==> src/rtl/game_count_mc.sv <==
// game_count_mc: multi-station credit counter.
// Each station holds a credit balance. Money loads or tops up the balance,
// and a shared prescaler drains it at a fixed tick rate. Boost drains faster.
// Per-station red/yellow status and a one-cycle expiry pulse are registered.
// A shared read port muxes out any station's balance.
module game_count_mc #(
    parameter int CH          = 4,
    parameter int W           = 10,
    parameter int TICK_DIV    = 4,
    parameter int BOOST_RATE  = 2,
    parameter int WARN_THRESH = 10,
    localparam int CW         = (CH > 1) ? $clog2(CH) : 1
) (
    input  logic          clk,
    input  logic          rst_n,
    input  logic          set,
    input  logic [CW-1:0] set_ch,
    input  logic [W-1:0]  money,
    input  logic [CH-1:0] boost,
    input  logic [CH-1:0] pause,
    input  logic [CW-1:0] rd_ch,
    output logic [CH-1:0] red,
    output logic [CH-1:0] yellow,
    output logic [CH-1:0] expire,
    output logic [W-1:0]  remain
);

    localparam int PW   = (TICK_DIV > 1) ? $clog2(TICK_DIV) : 1;
    localparam int MAXV = (1 << W) - 1;

    // Drain step and warning limit are clamped to the balance range so that
    // they can be compared directly against a W-bit balance.
    localparam logic [W-1:0] BOOST_DEC = (BOOST_RATE > MAXV) ? W'(MAXV) : W'(BOOST_RATE);
    localparam logic [W-1:0] WARN_LIM  = (WARN_THRESH > MAXV) ? W'(MAXV) : W'(WARN_THRESH);
    localparam logic [PW-1:0] TICK_LAST = PW'(TICK_DIV - 1);

    // Station state is not stored separately; it follows from balance and pause.
    typedef enum logic [1:0] {
        ST_IDLE,
        ST_RUN,
        ST_PAUSED
    } station_state_e;

    logic [PW-1:0]  cnt_q, cnt_d;
    logic           tick;
    logic [W-1:0]   bal_q [CH];
    logic [W-1:0]   bal_d [CH];
    logic [CH-1:0]  red_q, red_d;
    logic [CH-1:0]  yellow_q, yellow_d;
    logic [CH-1:0]  expire_q, expire_d;
    station_state_e st [CH];

    // Free-running shared prescaler; tick marks the last count of each period.
    always_comb begin
        tick  = (cnt_q == TICK_LAST);
        cnt_d = tick ? '0 : cnt_q + PW'(1);
    end

    // Decode each station's state from its balance and pause level.
    always_comb begin
        for (int i = 0; i < CH; i++) begin
            if (bal_q[i] == '0) begin
                st[i] = ST_IDLE;
            end else if (pause[i]) begin
                st[i] = ST_PAUSED;
            end else begin
                st[i] = ST_RUN;
            end
        end
    end

    // Next balance per station: a top-up beats a drain on the same cycle.
    always_comb begin
        logic [W:0]   sum;
        logic [W-1:0] dec;
        sum      = '0;
        dec      = '0;
        expire_d = '0;
        red_d    = '0;
        yellow_d = '0;
        for (int i = 0; i < CH; i++) begin
            bal_d[i] = bal_q[i];
            if (set && (money != '0) && (set_ch == CW'(i))) begin
                sum      = {1'b0, bal_q[i]} + {1'b0, money};
                bal_d[i] = sum[W] ? W'(MAXV) : sum[W-1:0];
            end else if (tick && (st[i] == ST_RUN)) begin
                dec = boost[i] ? BOOST_DEC : W'(1);
                if (bal_q[i] <= dec) begin
                    bal_d[i]    = '0;
                    expire_d[i] = 1'b1;
                end else begin
                    bal_d[i] = bal_q[i] - dec;
                end
            end
            red_d[i]    = (bal_d[i] == '0);
            yellow_d[i] = (bal_d[i] != '0) && (bal_d[i] <= WARN_LIM);
        end
    end

    // State registers; reset clears all credit and locks every station.
    always_ff @(posedge clk) begin
        if (!rst_n) begin
            cnt_q    <= '0;
            bal_q    <= '{default: '0};
            red_q    <= '1;
            yellow_q <= '0;
            expire_q <= '0;
        end else begin
            cnt_q    <= cnt_d;
            bal_q    <= bal_d;
            red_q    <= red_d;
            yellow_q <= yellow_d;
            expire_q <= expire_d;
        end
    end

    // Read port: select a registered balance, zero for an unused channel code.
    always_comb begin
        remain = '0;
        for (int i = 0; i < CH; i++) begin
            if (rd_ch == CW'(i)) begin
                remain = bal_q[i];
            end
        end
    end

    assign red    = red_q;
    assign yellow = yellow_q;
    assign expire = expire_q;

endmodule

==> config.mk <==
export PLATFORM = sky130hd
export DESIGN_NAME = game_count_mc
export DESIGN_NICKNAME = d
export VERILOG_FILES = /design/src/rtl/game_count_mc.sv
export SDC_FILE = /design/constraint.sdc
export NUM_CORES = 1
export LEC_CHECK = 0
export ABC_AREA = 1
export BUFFER_PORTS_ARGS = -buffer_cell sky130_fd_sc_hd__buf_2
export CORE_MARGIN = 3
export CORE_UTILIZATION = 35
export CTS_CLUSTER_SIZE = 8
export DETAILED_ROUTE_END_ITERATION = 10
export GPL_ROUTABILITY_DRIVEN = 0
export SLEW_MARGIN = 5
export SYNTH_ARGS = -nofsm -noshare
export SYNTH_HDL_FRONTEND = slang
export SYNTH_SLANG_ARGS = --single-unit
==> constraint.sdc <==
create_clock -name clk -period 6 [get_ports clk]
set_input_delay 1.2 -clock clk [delete_from_list [all_inputs] [get_ports clk]]
set_output_delay 1.2 -clock clk [all_outputs]
set_load 0.02 [all_outputs]
* Word-level counts from Yosys, hierarchy flattened *
Index checks and enable logic that the tools add are counted.

word-level totals
  bits in registers = 54
  bits of input ports = 25
  word-level logic and storage cells = 113

operators by class
  $add $sub $neg = 9
  order comparisons = 8
  eq/ne operators = 11
  mux-type cells = 36
  bitwise gates (word level) = 5
  reductions and logical operators = 33

operators by type and width
  cell                                                   number
  2-to-1 mux 10 bit                                      20
  logical NOT 10 bit                                     8
  nonzero test 10 bit                                    5
  adder 10 x 10 -> 11 bit                                4
  <= comparator 10 x 2 -> 1 bit                          4
  <= comparator 10 x 4 -> 1 bit (second input constant)  4
  subtractor 10 x 2 -> 10 bit                            4
  2-to-1 mux 2 bit                                       12
  logical AND 1 bit                                      13
  equality test 2 x 1 -> 1 bit (second input constant)   6
  OR reduction 3 bit                                     4
  equality test 2 bit (second input constant)            5
  inverter 1 bit                                         5
  logical NOT 2 bit                                      2
  2-to-1 mux 1 bit                                       4
  adder 2 x 1 -> 2 bit (second input constant)           1
  OR reduction 2 bit                                     1

* Depth between registers and ports, before layout *
Gate-level depths: netlist of the first run.

  depth after elaboration = 8
  depth in mapped cells = 18
  depth with buffers taken out = 18

* Worst setup path after synthesis of the first run *
OpenSTA, ideal clock, no wires.

  path kind = input -> output
  start = input rd_ch[1]
  end = output remain[0]
  data arrival time = 1938 ps
  required time = 4800 ps
  setup slack = 2862 ps
  cell stages on the path = 5
  path buffers = 0
  cell sequence = nor2_1 > inv_1 > o22ai_1 > a21oi_1 > o21ai_0

between the ends
  word-level cells in the longest chain between the ends = 5
  elaborated cells between the ends (all ways) = 8

RTL lines
  item                            line  RTL
  from (decl)                     21    input logic [CW-1:0] rd_ch,
  logical NOT 2 bit               121   if (rd_ch == CW'(i)) begin
  2-to-1 mux 10 bit (3 in a row)  121
  2-to-1 mux 10 bit (*)           121
  to (decl)                       25    output logic [W-1:0] remain

Every way passes the cells marked *; elsewhere a longest branch is shown, timed or not.

* Worst setup path after layout of the first run *
  start = input rd_ch[1]
  end = output remain[4]

The elaborated chain is that of the path after synthesis.

==> results of run 1 <==
## sequential cells by signal (all words and copies together) (netlist names)
name / count
bal_q: 40
cnt_q: 2
expire: 4
red: 4
yellow: 4
## worst reg2reg max path, stage by stage, from the launching register on
cell     delay [ns]
dfxtp_1        0.35
inv_1          0.20
ha_1           0.19
inv_1          0.06
fa_1           0.45
nand2_1        0.11
nand2_1        0.08
nor2_4         0.20
nand2_1        0.14
nand2_1        0.10
inv_1          0.06
nand3_1        0.16
nand3_2        0.10
nor2_2         0.11
nand4_1        0.08
nor2_1         0.08
## synthesized netlist by cell type, drive strengths merged
cell     number
a21boi        1
a21o          4
a21oi        51
and2          2
and3          1
buf           4
clkbuf        5
clkinv        1
dfxtp        54
fa            8
ha           49
inv         172
nand2       390
nand3       118
nand3b        7
nand4        24
nor2        179
nor3          9
o2111ai       3
o21ai        32
o21bai        6
o22ai         6
or2           2
xnor2         5
xor2         10
## report_power, final
| group | internal, mW | switching (mW) | total, mW |
|---|---|---|---|
| Sequential | 0.386 | 0.0375 | 0.423 |
| Combinational | 0.203 | 0.396 | 0.599 |
| Clock | 0.198 | 0.153 | 0.351 |
## metrics by stage
stage | cells | power [mW]
floorplan | 1143 | 0.8742
global placement | 1410 | 1.023
detailed placement | 1410 | 1.026
CTS | 1418 | 1.377
global route | 1418 | 1.481
finish | 1418 | 1.374
## cell type report
type / count / area share
Clock buffer: 6 / 0.01786
Inverter: 173 / 0.09069
Multi-Input combinational cell: 907 / 0.6638
Clock inverter: 2 / 0.005202
Timing Repair Buffer: 47 / 0.03295
Tap cell: 229 / 0.03971
Sequential cell: 54 / 0.1498
## logic make-up (layout without fill, tap and decap cells)
| logic type | after synthesis | count (layout) | share of synthesized area |
|---|---|---|---|
| AOI/OAI and AO/OA | 103 | 103 | 0.08869 |
| xor gates and xnor gates | 15 | 15 | 0.01994 |
| adders and majority gates | 57 | 57 | 0.1174 |
| buffers and inverters | 182 | 228 | 0.1090 |
| DFF | 54 | 54 | 0.1641 |
| and+or+nand+nor | 732 | 732 | 0.5009 |
## layer usage
metal  routed length, µm  global-route usage  share of wire
met1                9943              0.2853           0.47
met2                9498              0.3450           0.45
met3                1080             0.02880          0.051
met4                 478             0.07004          0.023
met5                   0                   0              0
## path summary, 6_finish.rpt
path | startpoint | to | slack [ns] | cells past startpoint
setup / recovery | rd_ch[1] | remain[4] | 2.42 | 6
hold / removal | cnt_q[0] | cnt_q[0] | 0.44 | 1
setup reg to reg | bal_q[30] | yellow[0] | 3.50 | 15
hold reg to reg | cnt_q[0] | cnt_q[0] | 0.44 | 1
==> flow_summary_export.csv, run 1 <==
group,metric,value,unit
final_layout,multiInputGateArea,4790,µm²
final_layout,fillCellCount,1987,
clock_tree,cts_tree,"done",
placed_design,dp_slack,2.430,ns
routing,dr_total_vias,7046,
sta,fin_hold_ws,0.4371,ns
power_and_ir_drop,p_leak,4.045,nW
clock_tree,cts_resized,0,
die,die_x,143.2,µm
logic_synthesis,synth_fp_nets,1225,
logic_synthesis,ys_seq_area_frac,0.1641,
global_routing,overflow,0,
min_path,min_path_type,"reg2reg",
routing,drtAntennaViolNets,0,
die,die_h,143.2,µm
job,max_cap_viol_count,0,
die,initial_core_util,0.3618,
worst_setup_path,cp.required,4.80,ns
worst_setup_path,worstSetupStartpointType,"input port",
clock_tree,cts.sinks,54,
logic_synthesis,synthCells,1143,
clock_tree,cts_hold_buf,0,
logic_synthesis,syn_area_per_cell,5.764,µm²
final_layout,seq_area,1081,µm²
logic_synthesis,ys_types,37,
worst_setup_path,cp_max_fo,10,
die,core_area,18210,µm²
placed_design,io_buffers,46,
routing,via_per_inst,4.969,
logic_synthesis,yosys_warnings,0,
sta,skew,0.008420,ns
worst_setup_path,crit_type,"in2out",
die,rows,49,
final_layout,final_cell_area,7216,µm²
sta,setup_violations,0,
routing,wl_per_cell,14.81,µm
final_layout,final_cell_mix,"nand2_1, inv_1, nor2_1, nand3_1, dfxtp_1",
routing,route.detailed.drc,0,
logic_synthesis,synth_area_leaders,"nand2_1, dfxtp_1, ha_1",
clock_tree,clockBufferDepth,2,
global_routing,grt_max_degree,38,
die,die_area,20510,µm²
worst_setup_path,worstPathCellList,"buf_2 -> inv_1 -> nor2_1 -> nand2_1 -> o2111ai_1 -> buf_2",
worst_setup_path,crit_buf_inv,3,
global_routing,grt_pass1_vias,6801,
clock_tree,numCtsBuffers,5,
clock_tree,cts_setup_buffers,0,
sta,rsz0062_at_grt,"false",
final_layout,drive_above_1_share,0.1127,
final_layout,diodes,0,
worst_setup_path,crit_arrival,2.38,ns
sta,post-route-period-util,0.5967,
final_layout,layout.nets,1270,
sta,hold_viol_final,0,
global_routing,grt_pass1_wl,34070,µm
sta,slew-limit-headroom,0.5499,
worst_setup_path,crit_path_end_kind,"output port",
placed_design,place_area,7049,µm²
placed_design,dp_hpwl,16960,µm
power_and_ir_drop,vdd_drop_max,0.1034,mV
clock_tree,insertion_delay,0.31,ns
sta,setup_slack,2.420,ns
logic_synthesis,synth_top_area_cell,"nand2_1",
power_and_ir_drop,powerDensity,190.4,nW/µm²
logic_synthesis,ys_ff_latch,54,
final_layout,final_util,0.3963,
status,status,"completed",
clock_tree,clkTransAtPathRegs,0.07,ns
sta,worst_pin_slew,0.6726,ns
die,io_pins,47,
routing,drt_iter0_drc,527,
worst_setup_path,critPathMaxStageDelay,0.51,ns
global_routing,track_usage,0.2105,
logic_synthesis,synth_area,6589,µm²
sta,fin_tns_setup,0,ns
final_layout,syn_to_final_growth,9.514,%
final_layout,final_common_cell,"nand2_1",
routing,wl,21000,µm
clock_tree,ctsRootBufferMaster,"clkbuf_16",
worst_setup_path,slowest_stage,"nor2_1",
worst_setup_path,cpMostUsedCell,"buf_2",
worst_setup_path,path_delay_family,"simple AND/OR/NAND/NOR gates",
routing,first_pass_iters,5,
sta,fmax,279.3,MHz
logic_synthesis,synth_top_cell_area_share,0.2136,
sta,slew_violations,0,
clock_tree,cts_max_level,2,
global_routing,antenna_found_initial,0,
sta,post-route-min-period,3.580,ns
Power figures use the tool's default switching activity.
==> run 2, diff against run 1 <==
- clock period: 6 -> 3.1 ns (I/O delays scaled with it)
==> run 2 against run 1 <==
Net effect: sequential power increased by 91%; flip-flop and latch count unchanged; count of clock-buffer cells in the layout increased by 2; utilization increased by 0.37 points; clock power increased by 78%; critical path depth increased by 8; largest cell class unchanged; combinational power increased by 95%; first-iteration DRC count decreased by 27%; non-clock buffer count increased by 9; worst hold slack got worse by 0.0094 ns.
==> flow_summary_export.csv, run 2 (synthesis results as in run 1) <==
group,metric,value,unit
global_routing,antenna_found_initial,0,
worst_setup_path,crit_type,"in2reg",
final_layout,final_util,0.4000,
clock_tree,insertion_delay,0.30,ns
clock_tree,cts_resized,0,
routing,drt_iter0_drc,387,
sta,setup_slack,0.5943,ns
power_and_ir_drop,powerDensity,357.6,nW/µm²
worst_setup_path,cp_max_fo,5,
job,max_cap_viol_count,0,
sta,slew-limit-headroom,0.4726,
die,rows,49,
die,die_h,143.2,µm
routing,dr_total_vias,7017,
min_path,min_path_type,"reg2reg",
final_layout,layout.nets,1279,
die,io_pins,47,
worst_setup_path,crit_arrival,2.70,ns
worst_setup_path,cp.required,3.30,ns
final_layout,seq_area,1081,µm²
power_and_ir_drop,p_leak,4.099,nW
sta,fmax,399.1,MHz
final_layout,multiInputGateArea,4790,µm²
final_layout,final_common_cell,"nand2_1",
sta,slew_violations,0,
sta,setup_violations,0,
worst_setup_path,crit_path_end_kind,"flop",
sta,fin_tns_setup,0,ns
routing,wl_per_cell,14.15,µm
clock_tree,numCtsBuffers,5,
global_routing,track_usage,0.2003,
power_and_ir_drop,vdd_drop_max,0.2280,mV
worst_setup_path,slowest_stage,"fa_1",
global_routing,grt_max_degree,25,
clock_tree,cts_setup_buffers,0,
worst_setup_path,cpMostUsedCell,"nand2_1",
global_routing,grt_pass1_vias,6747,
placed_design,dp_slack,0.3025,ns
die,core_area,18210,µm²
clock_tree,clockBufferDepth,2,
status,status,"completed",
routing,route.detailed.drc,0,
final_layout,largest_reg_flops,40,
clock_tree,cts.sinks,54,
sta,hold_viol_final,0,
clock_tree,cts_hold_buf,0,
worst_setup_path,worstSetupStartpointType,"input port",
final_layout,final_cell_mix,"nand2_1, inv_1, nor2_1, nand3_1, dfxtp_1",
sta,rsz0062_at_grt,"false",
placed_design,dp_hpwl,16750,µm
clock_tree,ctsRootBufferMaster,"clkbuf_16",
placed_design,io_buffers,46,
die,die_area,20510,µm²
routing,wl,20200,µm
die,initial_core_util,0.3618,
die,die_x,143.2,µm
clock_tree,cts_tree,"done",
clock_tree,cts_max_level,2,
worst_setup_path,worstPathCellList,"buf_2 -> ha_1 -> inv_1 -> fa_1 -> nand3b_1 -> nand2_1 -> xnor2_1 -> a21oi_1 -> nor2_1 -> nand2_1 -> nor2_1 -> nand2_1 -> nand2_2 -> nor2_2",
global_routing,overflow,0,
routing,via_per_inst,4.917,
sta,post-route-period-util,0.8083,
final_layout,drive_above_1_share,0.1202,
routing,first_pass_iters,5,
final_layout,fillCellCount,2030,
sta,post-route-min-period,2.506,ns
global_routing,grt_pass1_wl,32810,µm
sta,worst_pin_slew,0.7902,ns
final_layout,diodes,0,
routing,drtAntennaViolNets,0,
final_layout,syn_to_final_growth,10.54,%
final_layout,top_register,"bal_q",
worst_setup_path,critPathMaxStageDelay,0.42,ns
clock_tree,clkTransAtPathRegs,0.07,ns
sta,skew,0.003706,ns
## run 2: cell count changes in the layout (fill, tap and decap cells not counted)
cell / change
clkinvlp_4: -1
clkbuf_8: +3
buf_4: +9
bufinv_16: -1
clkbuf_1: -1
## run 2: report_power, final
part / internal, mW / switching [mW] / total, mW
registers: 0.747 / 0.0594 / 0.807
logic: 0.402 / 0.770 / 1.17
clock network: 0.366 / 0.259 / 0.626
## run 2: path summary, 6_finish.rpt
check                           startpoint        end  slack, ns  cells past startpoint
worst min-delay path              cnt_q[0]   cnt_q[0]       0.43                      1
worst max-delay path              money[0]  yellow[1]       0.59                     14
worst max register to register   bal_q[10]  yellow[2]       0.67                     14
worst min register to register    cnt_q[0]   cnt_q[0]       0.43                      1
## run 2: critical path: cells and delay by family
family / cells / cell delay (ns)
compound gates: 1 / 0.08
xor+xnor: 1 / 0.14
fa+ha+maj: 2 / 0.67
buf+inv: 2 / 0.26
simple gates: 8 / 0.93
## run 2: area by class of cell
cell class / instances / area share
multi-input combinational: 907 / 0.6576
clock buffer: 8 / 0.02285
tap: 229 / 0.03934
sequential: 54 / 0.1484
inverter: 173 / 0.08985
timing repair buffer: 56 / 0.04192
## run 2: layer usage
metal  up-vias  global-route usage  part of all wire
li1       3745                   -                 -
met1      3083              0.2665              0.48
met2       154              0.3328              0.45
met3        35             0.02411             0.039
met4         0             0.07404             0.032
met5         -                   0                 0
## run 2: per-stage QoR
step,power (mW),cell area [µm²],hold WS (ns),cells
5_1_grt,2.822,7283,0.4471,1427
4_1_cts,2.618,7283,0.4262,1427
6_report,2.605,7283,0.4277,1427
3_3_place_gp,1.988,7117,0.4162,1419
2_1_floorplan,1.692,6589,0.4043,1143
3_5_place_dp,1.988,7117,0.4163,1419
==> run 3, diff against run 2 <==
- clock period: 3.1 -> 2.4 ns (I/O delays scaled with it)
==> run 3 against run 2 <==
Net effect: power up 38%; register-to-register slack worse by 0.48 ns; clock power up 23%; combinational power up 54%; design area up 14%.
==> flow_summary_export.csv, run 3 (synthesis results as in run 1) <==
group,metric,value,unit
final_layout,final_common_cell,"nand2_1",
die,core_area,18210,µm²
routing,met2WireLength,9640,µm
placed_design,io_buffers,46,
routing,wl_met1,10160,µm
min_path,hp-start,"cnt_q[0]",
die,die_h,143.2,µm
worst_setup_path,slowest_stage,"fa_1",
routing,wl_met3,891,µm
final_layout,diodes,0,
die,initial_core_util,0.3618,
power_and_ir_drop,powerDensity,434.2,nW/µm²
sta,fmax,452.4,MHz
worst_setup_path,crit_path_start,"bal_q[20]",
routing,via_per_inst,4.808,
global_routing,grt_pass1_wl,34680,µm
worst_setup_path,cp.required,2.61,ns
worst_setup_path,crit_arrival,2.42,ns
worst_setup_path,timing.rr.start,"bal_q[20]",
final_layout,final_cell_mix,"nand2_1, inv_1, nor2_1, buf_4, nand3_1",
routing,first_pass_iters,5,
clock_tree,insertion_delay,0.31,ns
worst_setup_path,worstSetupStartpointType,"flop",
clock_tree,clockBufferDepth,2,
global_routing,antenna_found_initial,0,
global_routing,track_usage,0.2134,
sta,worst_pin_slew,0.3902,ns
die,die_x,143.2,µm
clock_tree,cts_tree,"done",
worst_setup_path,crit_path_end_kind,"flop",
final_layout,largest_reg_flops,40,
clock_tree,cts_max_level,2,
status,status,"completed",
sta,post-route-period-util,0.9209,
sta,fin_tns_setup,0,ns
placed_design,dp_hpwl,17910,µm
routing,wl,21270,µm
final_layout,top_register,"bal_q",
placed_design,place_area,8100,µm²
die,rows,49,
global_routing,grt_max_degree,25,
final_layout,syn_to_final_growth,25.69,%
final_layout,fin_cells,1559,
clock_tree,numCtsBuffers,5,
die,io_pins,47,
power_and_ir_drop,total_power,3.596,mW
worst_setup_path,critPathMaxStageDelay,0.43,ns
sta,hold_viol_final,0,
routing,dr_total_vias,7496,
worst_setup_path,crit_type,"reg2reg",
sta,slew-limit-headroom,0.7371,
power_and_ir_drop,vdd_drop_max,0.2690,mV
final_layout,drive_above_1_share,0.2173,
placed_design,dp_cells,1550,
placed_design,dp_slack,-0.1400,ns
final_layout,layout.nets,1411,
routing,drt_iter0_drc,460,
min_path,min_path_type,"reg2reg",
global_routing,grt_pass1_vias,7127,
sta,setup_slack,0.1897,ns
worst_setup_path,crit_buf_inv,5,
power_and_ir_drop,p_leak,4.711,nW
sta,fin_hold_ws,0.4361,ns
worst_setup_path,path_delay_family,"simple AND/OR/NAND/NOR gates",
job,max_cap_viol_count,0,
routing,drtAntennaViolNets,0,
routing,wl_per_cell,13.64,µm
worst_setup_path,cp_max_fo,3,
sta,post-route-min-period,2.210,ns
sta,slew_violations,0,
sta,setup_violations,0,
clock_tree,clkTransAtPathRegs,0.07,ns
die,die_area,20510,µm²
final_layout,final_util,0.4548,
global_routing,overflow,0,
routing,top_layer,"met4",
clock_tree,ctsRootBufferMaster,"clkbuf_16",
clock_tree,cts.sinks,54,
final_layout,final_cell_area,8282,µm²
routing,route.detailed.drc,0,
worst_setup_path,worstPathCellList,"inv_1 -> ha_1 -> inv_1 -> fa_1 -> inv_1 -> nand2_1 -> inv_1 -> nand4_1 -> nor2_1 -> nor2_1 -> nand2_1 -> nand2_1 -> inv_1 -> nand2_1 -> nor2_1 -> nand2_1 -> nand2_2 -> nor2_2",
sta,skew,0.009971,ns
run 3: cell types whose count changed in the layout (fill, tap and decap cells not counted), sizes merged:
cell	previous run	this run
clkinv	1	2
buf	56	188
clkbuf	8	7
run 3: layout make-up:
| class | instances | area, µm² |
|---|---|---|
| clock buffers | 7 | 142.6 |
| clock inverters | 1 | 5.005 |
| fillers | 1981 | 9927 |
| inverters | 173 | 654.4 |
| multi-input cells | 907 | 4808 |
| flip-flops and latches | 54 | 1089 |
| well taps | 229 | 286.5 |
| repair buffers | 188 | 1296 |
run 3: final timing paths:
kind | to | depth (start not counted) | slack (ns)
setup / recovery | yellow[1] | 18 | 0.19
hold / removal | cnt_q[0] | 1 | 0.44
setup reg to reg | yellow[1] | 18 | 0.19
hold reg to reg | cnt_q[0] | 1 | 0.44
run 3: what timing repair did:
item / 4_1_cts / 5_1_grt
setup buffers: 0 / 1
hold buffers: 0 / 0
resized for setup: 0 / 16
endpoints found under the setup margin: 0 / 8
run 3: per-layer routing:
layer	vias up	track usage
li1	3997	-
met1	3316	0.2842
met4	0	0.06653
met3	28	0.02746
met5	-	0
met2	155	0.3591
run 3: report_power, final:
group | total (mW) | switching [mW] | internal (mW)
registers | 1.03 | 0.0606 | 0.967
logic | 1.80 | 1.07 | 0.730
clock network | 0.770 | 0.355 | 0.416
total | 3.60 | 1.48 | 2.11
